### src/rtl/thumb_pkg.sv
// thumb_pkg: shared definitions for the Thumb fetch slice.
//   - register indices for PC/LR/SP
//   - halfword width and the three 32-bit instruction prefixes
//   - fetch FSM state encoding
//   - is_thumb32(): classifies a first halfword as a 32-bit prefix
package thumb_pkg;

    localparam int unsigned HW_W   = 16;

    localparam int unsigned REG_PC = 15;
    localparam int unsigned REG_LR = 14;
    localparam int unsigned REG_SP = 13;

    localparam logic [4:0] T32_PFX_A = 5'b11101;
    localparam logic [4:0] T32_PFX_B = 5'b11110;
    localparam logic [4:0] T32_PFX_C = 5'b11111;

    typedef enum logic [1:0] {
        ST_RUN   = 2'd0,
        ST_WAIT  = 2'd1,
        ST_DRAIN = 2'd2
    } fetch_state_e;

    function automatic logic is_thumb32(input logic [HW_W-1:0] hw);
        return (hw[HW_W-1 -: 5] == T32_PFX_A) ||
               (hw[HW_W-1 -: 5] == T32_PFX_B) ||
               (hw[HW_W-1 -: 5] == T32_PFX_C);
    endfunction

endpackage

### src/rtl/thumb_hw_queue.sv
// thumb_hw_queue: QDEPTH x 16-bit circular halfword FIFO.
//   clock, reset  : rising-edge clock, synchronous active-high reset
//   flush         : synchronous empty (drops everything, ignores push/pop)
//   push_n        : number of halfwords written this cycle (0..2), d0 first
//   push_d0/d1    : halfwords to write
//   pop_n         : number of halfwords removed from the head (0..2)
//   count         : halfwords currently held
//   head0/head1   : oldest and second-oldest halfword
// The caller guarantees count - pop_n + push_n never exceeds QDEPTH.
import thumb_pkg::*;

module thumb_hw_queue #(
    parameter int unsigned QDEPTH = 4
) (
    input  logic                      clock,
    input  logic                      reset,
    input  logic                      flush,
    input  logic [1:0]                push_n,
    input  logic [HW_W-1:0]           push_d0,
    input  logic [HW_W-1:0]           push_d1,
    input  logic [1:0]                pop_n,
    output logic [$clog2(QDEPTH):0]   count,
    output logic [HW_W-1:0]           head0,
    output logic [HW_W-1:0]           head1
);

    localparam int unsigned PW = $clog2(QDEPTH);

    logic [HW_W-1:0] slots [QDEPTH];
    logic [PW-1:0]   rd_ptr;
    logic [PW-1:0]   wr_ptr;

    always_ff @(posedge clock) begin
        if (reset || flush) begin
            rd_ptr <= '0;
            wr_ptr <= '0;
            count  <= '0;
        end else begin
            wr_ptr <= wr_ptr + PW'(push_n);
            rd_ptr <= rd_ptr + PW'(pop_n);
            count  <= count + (PW+1)'(push_n) - (PW+1)'(pop_n);
        end
    end

    // Storage carries no reset; pointers alone define what is valid.
    always_ff @(posedge clock) begin
        if (!flush) begin
            if (push_n != 2'd0) slots[wr_ptr]          <= push_d0;
            if (push_n == 2'd2) slots[wr_ptr + PW'(1)] <= push_d1;
        end
    end

    assign head0 = slots[rd_ptr];
    assign head1 = slots[rd_ptr + PW'(1)];

endmodule

### src/rtl/thumb_fetch.sv
// thumb_fetch: Thumb instruction fetch stage.
// Reads 32-bit words from word-addressed instruction memory, splits them into
// halfwords through a small queue and presents one 16- or 32-bit instruction
// at a time to the decoder. Execute can redirect the PC at any time.
//   clock, reset    : rising-edge clock, synchronous active-high reset
//   mem_req/addr    : word read request / word address (held until mem_ack)
//   mem_ack/rdata   : request accepted, read data valid in the same cycle
//   redirect_valid  : 1-cycle pulse, new fetch target in redirect_pc
//   instr_valid/ready, instr, instr_is32, instr_pc, instr_pc4 : decoder side
import thumb_pkg::*;

module thumb_fetch #(
    parameter logic [31:0] RESET_PC = 32'h0000_0000,
    parameter int unsigned ADDR_W   = 10,
    parameter int unsigned QDEPTH   = 4
) (
    input  logic              clock,
    input  logic              reset,
    output logic              mem_req,
    output logic [ADDR_W-1:0] mem_addr,
    input  logic              mem_ack,
    input  logic [31:0]       mem_rdata,
    input  logic              redirect_valid,
    input  logic [31:0]       redirect_pc,
    output logic              instr_valid,
    input  logic              instr_ready,
    output logic [31:0]       instr,
    output logic              instr_is32,
    output logic [31:0]       instr_pc,
    output logic [31:0]       instr_pc4
);

    localparam int unsigned CW = $clog2(QDEPTH) + 1;

    fetch_state_e      state, state_n;
    logic [ADDR_W-1:0] fetch_word;
    logic [ADDR_W-1:0] req_word;
    logic              drop_first;
    logic [31:0]       pc_q;

    logic [CW-1:0]     q_count;
    logic [HW_W-1:0]   hw0, hw1;
    logic [1:0]        push_n, pop_n;
    logic [HW_W-1:0]   push_d0, push_d1;

    logic              has_room;
    logic              req_int;
    logic              accept;
    logic              consume;
    logic              head_is32;

    thumb_hw_queue #(.QDEPTH(QDEPTH)) u_queue (
        .clock   (clock),
        .reset   (reset),
        .flush   (redirect_valid),
        .push_n  (push_n),
        .push_d0 (push_d0),
        .push_d1 (push_d1),
        .pop_n   (pop_n),
        .count   (q_count),
        .head0   (hw0),
        .head1   (hw1)
    );

    // A request is only launched with room for a whole word; since at most one
    // request is outstanding, the ack can always be pushed.
    assign has_room = (q_count <= CW'(QDEPTH - 2));

    always_ff @(posedge clock) begin
        if (reset) state <= ST_RUN;
        else       state <= state_n;
    end

    always_comb begin
        state_n = state;
        req_int = 1'b0;
        unique case (state)
            ST_RUN: begin
                if (has_room) begin
                    req_int = 1'b1;
                    if (!mem_ack) state_n = redirect_valid ? ST_DRAIN : ST_WAIT;
                end
            end
            ST_WAIT: begin
                req_int = 1'b1;
                if (mem_ack)             state_n = ST_RUN;
                else if (redirect_valid) state_n = ST_DRAIN;
            end
            ST_DRAIN: begin
                req_int = 1'b1;
                if (mem_ack) state_n = ST_RUN;
            end
            default: state_n = ST_RUN;
        endcase
    end

    always_comb begin
        // Reset abandons any request immediately, not one cycle later.
        mem_req   = req_int && !reset;
        // RUN presents the live fetch address; WAIT/DRAIN hold the one issued,
        // even if a redirect has since moved fetch_word.
        mem_addr  = (state == ST_RUN) ? fetch_word : req_word;

        accept    = req_int && mem_ack && !redirect_valid && (state != ST_DRAIN);
        push_n    = accept ? (drop_first ? 2'd1 : 2'd2) : 2'd0;
        push_d0   = drop_first ? mem_rdata[31:16] : mem_rdata[15:0];
        push_d1   = mem_rdata[31:16];

        head_is32   = is_thumb32(hw0);
        instr_valid = head_is32 ? (q_count >= CW'(2)) : (q_count >= CW'(1));
        consume     = instr_valid && instr_ready && !redirect_valid;
        pop_n       = consume ? (head_is32 ? 2'd2 : 2'd1) : 2'd0;

        instr       = '0;
        if (instr_valid) instr = head_is32 ? {hw0, hw1} : {16'h0000, hw0};
        instr_is32  = (q_count != '0) && head_is32;
        instr_pc    = pc_q;
        instr_pc4   = pc_q + 32'd4;
    end

    always_ff @(posedge clock) begin
        if (reset) begin
            fetch_word <= RESET_PC[ADDR_W+1:2];
            drop_first <= RESET_PC[1];
            pc_q       <= RESET_PC;
            req_word   <= '0;
        end else begin
            if (state == ST_RUN) req_word <= fetch_word;
            if (redirect_valid) begin
                fetch_word <= redirect_pc[ADDR_W+1:2];
                drop_first <= redirect_pc[1];
                pc_q       <= redirect_pc & 32'hFFFF_FFFE;
            end else begin
                if (accept) begin
                    fetch_word <= fetch_word + ADDR_W'(1);
                    drop_first <= 1'b0;
                end
                if (consume) pc_q <= pc_q + (head_is32 ? 32'd4 : 32'd2);
            end
        end
    end

endmodule

### config.mk
export PLATFORM = sky130hd
export DESIGN_NAME = thumb_fetch
export DESIGN_NICKNAME = d
export VERILOG_FILES = /design/src/rtl/thumb_pkg.sv /design/src/rtl/thumb_hw_queue.sv /design/src/rtl/thumb_fetch.sv
export SDC_FILE = /design/constraint.sdc
export NUM_CORES = 1
export LEC_CHECK = 0
export BUFFER_PORTS_ARGS = -buffer_cell sky130_fd_sc_hd__buf_2
export CORE_MARGIN = 2
export CORE_UTILIZATION = 50
export CTS_CLUSTER_SIZE = 8
export DETAILED_ROUTE_END_ITERATION = 16
export PLACE_DENSITY = 0.89
export SETUP_SLACK_MARGIN = 0.15
export SYNTH_ARGS = -nofsm -noshare
export SYNTH_HDL_FRONTEND = slang
export SYNTH_SLANG_ARGS = --single-unit
### constraint.sdc
create_clock -name clock -period 3.15 [get_ports clock]
set_input_delay 0.1575 -clock clock [delete_from_list [all_inputs] [get_ports clock]]
set_output_delay 0.1575 -clock clock [all_outputs]
set_load 0.02 [all_outputs]
==> reports/qor.csv, run 1 <==
stage;metric;value;unit
run_status;status;complete, no violations;
sta;rsz0062_at_grt;true;
drt;routed_wl;24400;um
sta;max_clock_freq;0.334;GHz
final_layout;syn_to_final_growth;27.3;%
critical_path;cp_max_fo;6;
yosys;synth.area.mux_share;16.0;%
grt;grt_pass1_wl;37100;um
final_layout;nNetsFinal;1104;
clock_network;numCtsBuffers;17;
final_layout;regArea;3150;um2
sta;timing.final.crit_period;2.99;ns
critical_path;critPathBufInv;2;
grt;first_global_vias;7219;
worst_hold_path;min_to;instr_pc[22]$_SDFFE_PP0P_;
pwr;power_density;550;nW/um2
sta;worst_pin_slew;0.729;ns
worst_hold_path;min_from;redirect_pc[22];
critical_path;r2r_start;u_queue.rd_ptr[1]$_SDFF_PP0_;
place;pre_cts_slack;0.0354;ns
drt;drt_pass1_iterations;6;
flow_run;cap_violations;0;
clock_network;path_clk_slew;0.06;ns
final_layout;fillers;1135;
critical_path;critPathMaxStageDelay;0.60;ns
place;post-dp-hpwl;16000;um
yosys;synth_top_cell_by_area;edfxtp_1;
die;die_h;130;um
clock_network;clock-sinks;125;
clock_network;cts_tree;built;
drt;drt-initial-drc-count;841;
grt;track_usage;28.2;%
drt;wl_per_cell;19.5;um
critical_path;cp_data_required_time;3.49;ns
yosys;synth_compound_area_share;15.3;%
yosys;syn_area;7980;um2
die;die-area;17000;um2
yosys;ys_types;55;
sta;skew;0.0110;ns
clock_network;clockBufferDepth;2;
sta;hold_violations;0;
critical_path;crit_path_start_kind;flip-flop;
yosys;synth_top_family_by_area;multiplexers;
place;port_buffers;174;
critical_path;cp-end-kind;flip-flop;
grt;grt_antenna_before_repair;0;
die;rows;46;
sta;max_slew_margin;51.4;%
die;die_x;130;um
grt;grt_max_degree;44;
yosys;ys_seq_area_share;39.4;%
grt;grt_overflow_total;0;
drt;via_per_inst;6.13;
drt;detail-route-antenna-nets;0;
sta;post-route-period-util;95.0;%
final_layout;drive_gt1_share;37.3;%
die;core;15700;um2
sta;layout_setup_ws;0.158;ns
critical_path;path_cells;inv_4 > mux4_2 > o311ai_4 > and2_4 > nor3_2 > ha_1 > inv_1 > ha_2 > fa_2 > xor2_2 > xnor2_1 > nor3_1;
pwr;leakage;3.90;nW
sta;fin_hold_ws;0.0131;ns
yosys;synth_seq_cells;125;
clock_network;root_buffer;clkbuf_16;
die;initial_core_util;50.8;%
yosys;synthSimpleGateAreaFrac;15.6;%
sta;setup_viol;0;
place;dpl.cell_count;1199;
sta;maxSlewViolCount;0;
yosys;synthCells;834;
yosys;synth_adder_area_share;2.63;%
final_layout;multi_input_area;4730;um2
clock_network;htreeDepth;4;
final_layout;stdcell_count;1249;
pwr;irDropWorstVdd;0.440;mV
critical_path;cp_top_family;adder cells;
critical_path;critPathKind;flip-flop to flip-flop;
yosys;avgSynthCellArea;9.57;um2
critical_path;critPathSlowestCell;mux4_2;
critical_path;worst_r2r_path_depth;12;
critical_path;r2r-end;u_queue.count[2]$_SDFF_PP0_;
yosys;synth_area_leaders;edfxtp_1 24%, dfxtp_1 15%, mux2_2 11%;
sta;fin_tns_setup;0;ns
worst_hold_path;holdPathStages;3;
yosys;synth_top_area_share;24.1;%
drt;drc;0;
clock_network;insertion_delay;0.43;ns
yosys;synth_xor_area_share;6.48;%
drt;vias;7657;
final_layout;num_antenna_cells;0;
die;io_pins;178;
yosys;ys.flop_type;edfxtp_1;
yosys;yosysWarnings;0;
critical_path;rrSetupSlack;0.16;ns
yosys;synth-edff-count;64;
worst_hold_path;hold_class;input pin to flip-flop;
place;routabilityCongestion;0.956;
critical_path;crit_arrival;3.33;ns
yosys;synthArstFlopShare;0;%
## how the worst max path moves through the flow
stage	startpoint	end	slack, ns	cells past startpoint
6_report	u_queue.rd_ptr[1]$_SDFF_PP0_	u_queue.count[2]$_SDFF_PP0_	0.16	12
5_1_grt	u_queue.rd_ptr[1]$_SDFF_PP0_	u_queue.count[2]$_SDFF_PP0_	0.05	12
4_1_cts	u_queue.rd_ptr[1]$_SDFF_PP0_	instr[10]	0.15	9
3_3_place_gp	u_queue.rd_ptr[0]$_SDFF_PP0_	u_queue.count[2]$_SDFF_PP0_	0.13	12
2_1_floorplan	u_queue.rd_ptr[0]$_SDFF_PP0_	instr_pc[23]$_SDFFE_PP0P_	0.12	12
3_5_place_dp	u_queue.rd_ptr[0]$_SDFF_PP0_	u_queue.count[2]$_SDFF_PP0_	0.04	12
## worst register-to-register path, stage by stage (launching register included)
cell      delay (ns)
dfxtp_4         0.37
inv_4           0.10
mux4_2          0.60
o311ai_4        0.25
and2_4          0.20
nor3_2          0.05
ha_1            0.29
inv_1           0.06
ha_2            0.20
fa_2            0.37
xor2_2          0.15
xnor2_1         0.12
nor3_1          0.14
## flip-flops by register name (all words and copies together), names as in the netlist
signal,count
drop_first,1
fetch_word,10
instr_pc,31
req_word,10
state,2
u_queue.count,3
u_queue.rd_ptr,2
u_queue.slots,64
u_queue.wr_ptr,2
## kinds of logic after synthesis
group	after synthesis
adder cells (fa/ha/maj)	15
XOR/XNOR	59
AO/OA/AOI/OAI	182
buffers and inverters	89
AND/OR/NAND/NOR	251
flip-flops	125
multiplexers	112
other	1
## synthesized netlist by cell type, drive strengths merged, types with 2 or more instances
cell and count:
a2111oi 8, a211oi 46, a21boi 5, a21oi 52
a311oi 3, a31oi 5, a32oi 4, and2 19
and3 9, and4 5, buf 20, clkbuf 45
dfxtp 61, edfxtp 64, fa 3, ha 12
inv 24, mux2 75, mux2i 32, mux4 5
nand2 67, nand2b 3, nand3 36, nand4 9
nor2 47, nor2b 15, nor3 26, nor4 4
o211ai 13, o21a 2, o21ai 37, o311ai 2
o31ai 2, or3 7, or4 2, xnor2 40
xor2 19
## power by group
group	total, W	switching [W]	internal, W
Clock	0.00193	0.000820	0.00111
Combinational	0.00165	0.00102	0.000627
Sequential	0.00201	0.000127	0.00188
## cells in the final DEF, fill, tap and decap left out, drive strengths merged, types with 36 or more instances in the layout
cell and n:
a211oi 46, a21oi 52, buf 225, dfxtp 61, edfxtp 64, mux2 75
nand2 67, nand3 36, nor2 47, o21ai 37, xnor2 40
## cell type report
class / instances / area share [%]
flip-flops and latches: 125 / 31.0
multi-input cells: 621 / 46.5
clock buffers: 17 / 4.19
repair buffers: 231 / 13.2
well taps: 216 / 2.66
clock inverters: 15 / 1.49
inverters: 24 / 0.911
## metrics by stage
| stage | utilization (%) | power (W) | instance area [um2] |
|---|---|---|---|
| 2_1_floorplan | - | 0.00303 | 8020 |
| 3_3_place_gp | 58.5 | 0.00349 | 9190 |
| 3_5_place_dp | 58.5 | 0.00354 | 9190 |
| 4_1_cts | 63.2 | 0.00552 | 9930 |
| 5_1_grt | 64.7 | 0.00580 | 10200 |
| 6_report | 64.7 | 0.00559 | 10200 |
## layer usage
layer / vias to the layer above / GRT usage (%) / wire length, um / part of all wire (%)
met1: 3586 / 34.6 / 9190 / 38
met5: - / 0 / 0 / 0
met4: 0 / 16.8 / 1310 / 5.4
met2: 527 / 45.7 / 11600 / 48
met3: 108 / 5.99 / 2270 / 9.3
li1: 3436 / - / - / -
## timing repair
| action | CTS | global route |
|---|---|---|
| hold buffers | 6 | 0 |
| pin swaps | 4 | 10 |
| gates resized for setup | 20 | 36 |
| hold endpoints to repair | 6 | 0 |
| buffers inserted | 4 | 8 |
| gates cloned | 0 | 0 |
| endpoints found under the setup margin | 54 | 66 |
No activity file was read; power rests on OpenSTA's default activity.
==> inputs of run 2 (changes only) <==
--- a/config.mk
+++ b/config.mk
@@ -10,7 +10,7 @@
 export CORE_UTILIZATION = 50
 export CTS_CLUSTER_SIZE = 8
 export DETAILED_ROUTE_END_ITERATION = 16
-export PLACE_DENSITY = 0.89
+export PLACE_DENSITY_LB_ADDON = 0.08
 export SETUP_SLACK_MARGIN = 0.15
 export SYNTH_ARGS = -nofsm -noshare
 export SYNTH_HDL_FRONTEND = slang
==> run 2 against run 1 <==
Clock skew shrank 0.0039 ns. Via count is 8.3% lower. Global-route usage is 2.6 points lower. Critical endpoint is now instr[10]. Largest cell class unchanged.
==> reports/qor.csv, run 2 (synthesis gave the netlist of run 1 again) <==
stage;metric;value;unit;change
clock_network;clockBufferDepth;2;;unchanged
sta;max_clock_freq;0.330;GHz;-1.2%
final_layout;largest_reg_flops;64;;unchanged
critical_path;crit_path_start_kind;flip-flop;;
drt;drc;0;;unchanged
drt;drt-initial-drc-count;549;;-35%
final_layout;design_area;10000;um2;-1.1%
place;pre_cts_slack;0.0689;ns;+0.0335 ns
critical_path;cp_data_required_time;2.99;ns;-0.50 ns
final_layout;nNetsFinal;1094;;-0.91%
sta;post-route-period-util;96.1;%;+1.2 points
grt;first_global_vias;6467;;-10%
die;core;15700;um2;unchanged
grt;track_usage;25.6;%;-2.6 points
place;placed_cell_area;9140;um2;-0.46%
pwr;irDropWorstVdd;0.392;mV;-11%
place;routabilityCongestion;0.804;;-16%
pwr;pwr-share-clk;34.1;%;-0.5 points
die;die-area;17000;um2;unchanged
final_layout;num_antenna_cells;0;;unchanged
grt;grt_max_degree;54;;+23%
sta;fin_tns_setup;0;ns;unchanged
final_layout;drive_gt1_share;36.0;%;-1.3 points
sta;skew;0.00711;ns;-0.00392 ns
grt;grt_pass1_wl;33600;um;-9.7%
die;io_pins;178;;unchanged
clock_network;path_clk_slew;0.06;ns;about the same
grt;grt_overflow_total;0;;unchanged
final_layout;top_register;u_queue.slots;;
worst_hold_path;holdPathStages;3;;unchanged
critical_path;cp_max_fo;16;;+10
worst_hold_path;min_from;redirect_pc[25];;
final_layout;syn_to_final_growth;25.9;%;
clock_network;numCtsBuffers;17;;unchanged
critical_path;critPathKind;flip-flop to output port;;
pwr;leakage;3.89;nW;-0.39%
critical_path;r2r_start;u_queue.rd_ptr[0]$_SDFF_PP0_;;
drt;vias;7024;;-8.3%
sta;setup_viol;0;;unchanged
drt;drt_pass1_iterations;7;;+1
critical_path;startpoint;u_queue.rd_ptr[0]$_SDFF_PP0_;;
final_layout;mostFrequentLayoutCell;buf_2;;
drt;via_per_inst;5.67;;-7.5%
sta;max_slew_margin;45.9;%;-5.4 points
sta;hold_violations;0;;unchanged
pwr;seqPwrFrac;37.1;%;+1.2 points
die;rows;46;;unchanged
clock_network;htreeDepth;4;;unchanged
clock_network;root_buffer;clkbuf_16;;
sta;rsz0062_at_grt;true;;
critical_path;crit_arrival;2.87;ns;-0.46 ns
pwr;p_switching;0.00178;W;-9.8%
grt;grt_antenna_before_repair;0;;unchanged
clock_network;cts_tree;built;;
clock_network;clock-sinks;125;;unchanged
critical_path;worst_r2r_path_depth;12;;unchanged
pwr;p_int;0.00363;W;+0.19%
run_status;status;complete, no violations;;
die;die_h;130;um;unchanged
sta;maxSlewViolCount;0;;unchanged
clock_network;insertion_delay;0.42;ns;about the same
pwr;p_sw_share;32.9;%;-2.4 points
place;port_buffers;174;;unchanged
drt;routed_wl;21700;um;-11%
final_layout;final_cell_mix;174 x buf_2, 74 x mux2_2, 64 x edfxtp_1, 63 x nand2_1, 58 x dfxtp_1;;
worst_hold_path;hold_class;input pin to flip-flop;;
die;die_x;130;um;unchanged
sta;worst_pin_slew;0.810;ns;+0.0814 ns
critical_path;cp-end-kind;output port;;
flow_run;cap_violations;0;;unchanged
sta;timing.final.crit_period;3.03;ns;+0.0363 ns
sta;layout_setup_ws;0.122;ns;-0.0363 ns
pwr;power_density;538;nW/um2;-2.2%
die;initial_core_util;50.8;%;unchanged
drt;detail-route-antenna-nets;0;;unchanged
pwr;power_frac_comb;28.9;%;-0.6 points
place;post-dp-hpwl;14400;um;-10%
drt;wl_per_cell;17.5;um;-10%
[run 2: layer usage]
| metal | vias up | wire length [um] | global-route usage, % |
|---|---|---|---|
| li1 | 3407 | - | - |
| met4 | 0 | 407 | 8.79 |
| met2 | 281 | 10600 | 43.1 |
| met3 | 29 | 1440 | 4.72 |
| met5 | - | 0 | 0 |
| met1 | 3307 | 9280 | 33.2 |
[run 2: worst paths after layout]
check                                endpoint  slack [ns]
hold reg to reg    fetch_word[9]$_SDFFE_PP0P_        0.50
setup reg to reg  u_queue.count[2]$_SDFF_PP0_        0.13
hold / removal      instr_pc[25]$_SDFFE_PP0P_       0.007
setup / recovery                    instr[10]        0.12
[run 2: area by class of cell]
class,instances,area [um2]
Sequential cell,125,3150
Multi-Input combinational cell,621,4740
Inverter,24,92.6
Fill cell,1361,5670
Timing Repair Buffer,221,1240
Clock inverter,5,28.8
Clock buffer,27,524
Tap cell,216,270
[run 2: timing repair]
| action | 4_1_cts | 5_1_grt |
|---|---|---|
| endpoints found under the hold margin | 3 | 0 |
| resized for setup | 18 | 28 |
| pin swaps | 3 | 9 |
| hold buffers | 3 | 0 |
| setup endpoints to repair | 42 | 50 |
| buffers inserted | 2 | 9 |
[run 2: through the flow]
step	hold slack [ns]	util, %	std cells	total power (W)
finish	0.00685	63.9	1239	0.00541
global placement	0.429	58.2	1193	0.00350
CTS	0.000629	62.5	1230	0.00537
floorplan	0.249	-	835	0.00303
global route	0.0119	63.9	1239	0.00566
detailed placement	0.430	58.2	1193	0.00352
[run 2: critical path, stage by stage (launching register included)]
cell and delay, ns:
dfxtp_4 0.39, mux4_2 0.56, nor2_4 0.23, nor3_4 0.06, buf_4 0.17, inv_2 0.06, buf_4 0.26, nand3_4 0.19
o211ai_1 0.26, a21oi_1 0.09, buf_2 0.18
[run 2: power groups by stage]
stage | logic (W) | registers [W] | clock network [W]
2_1_floorplan | 0.00100 | 0.00203 | 0
3_3_place_gp | 0.00147 | 0.00203 | 0
3_5_place_dp | 0.00149 | 0.00204 | 0
4_1_cts | 0.00152 | 0.00200 | 0.00186
5_1_grt | 0.00170 | 0.00202 | 0.00194
6_report | 0.00156 | 0.00200 | 0.00184
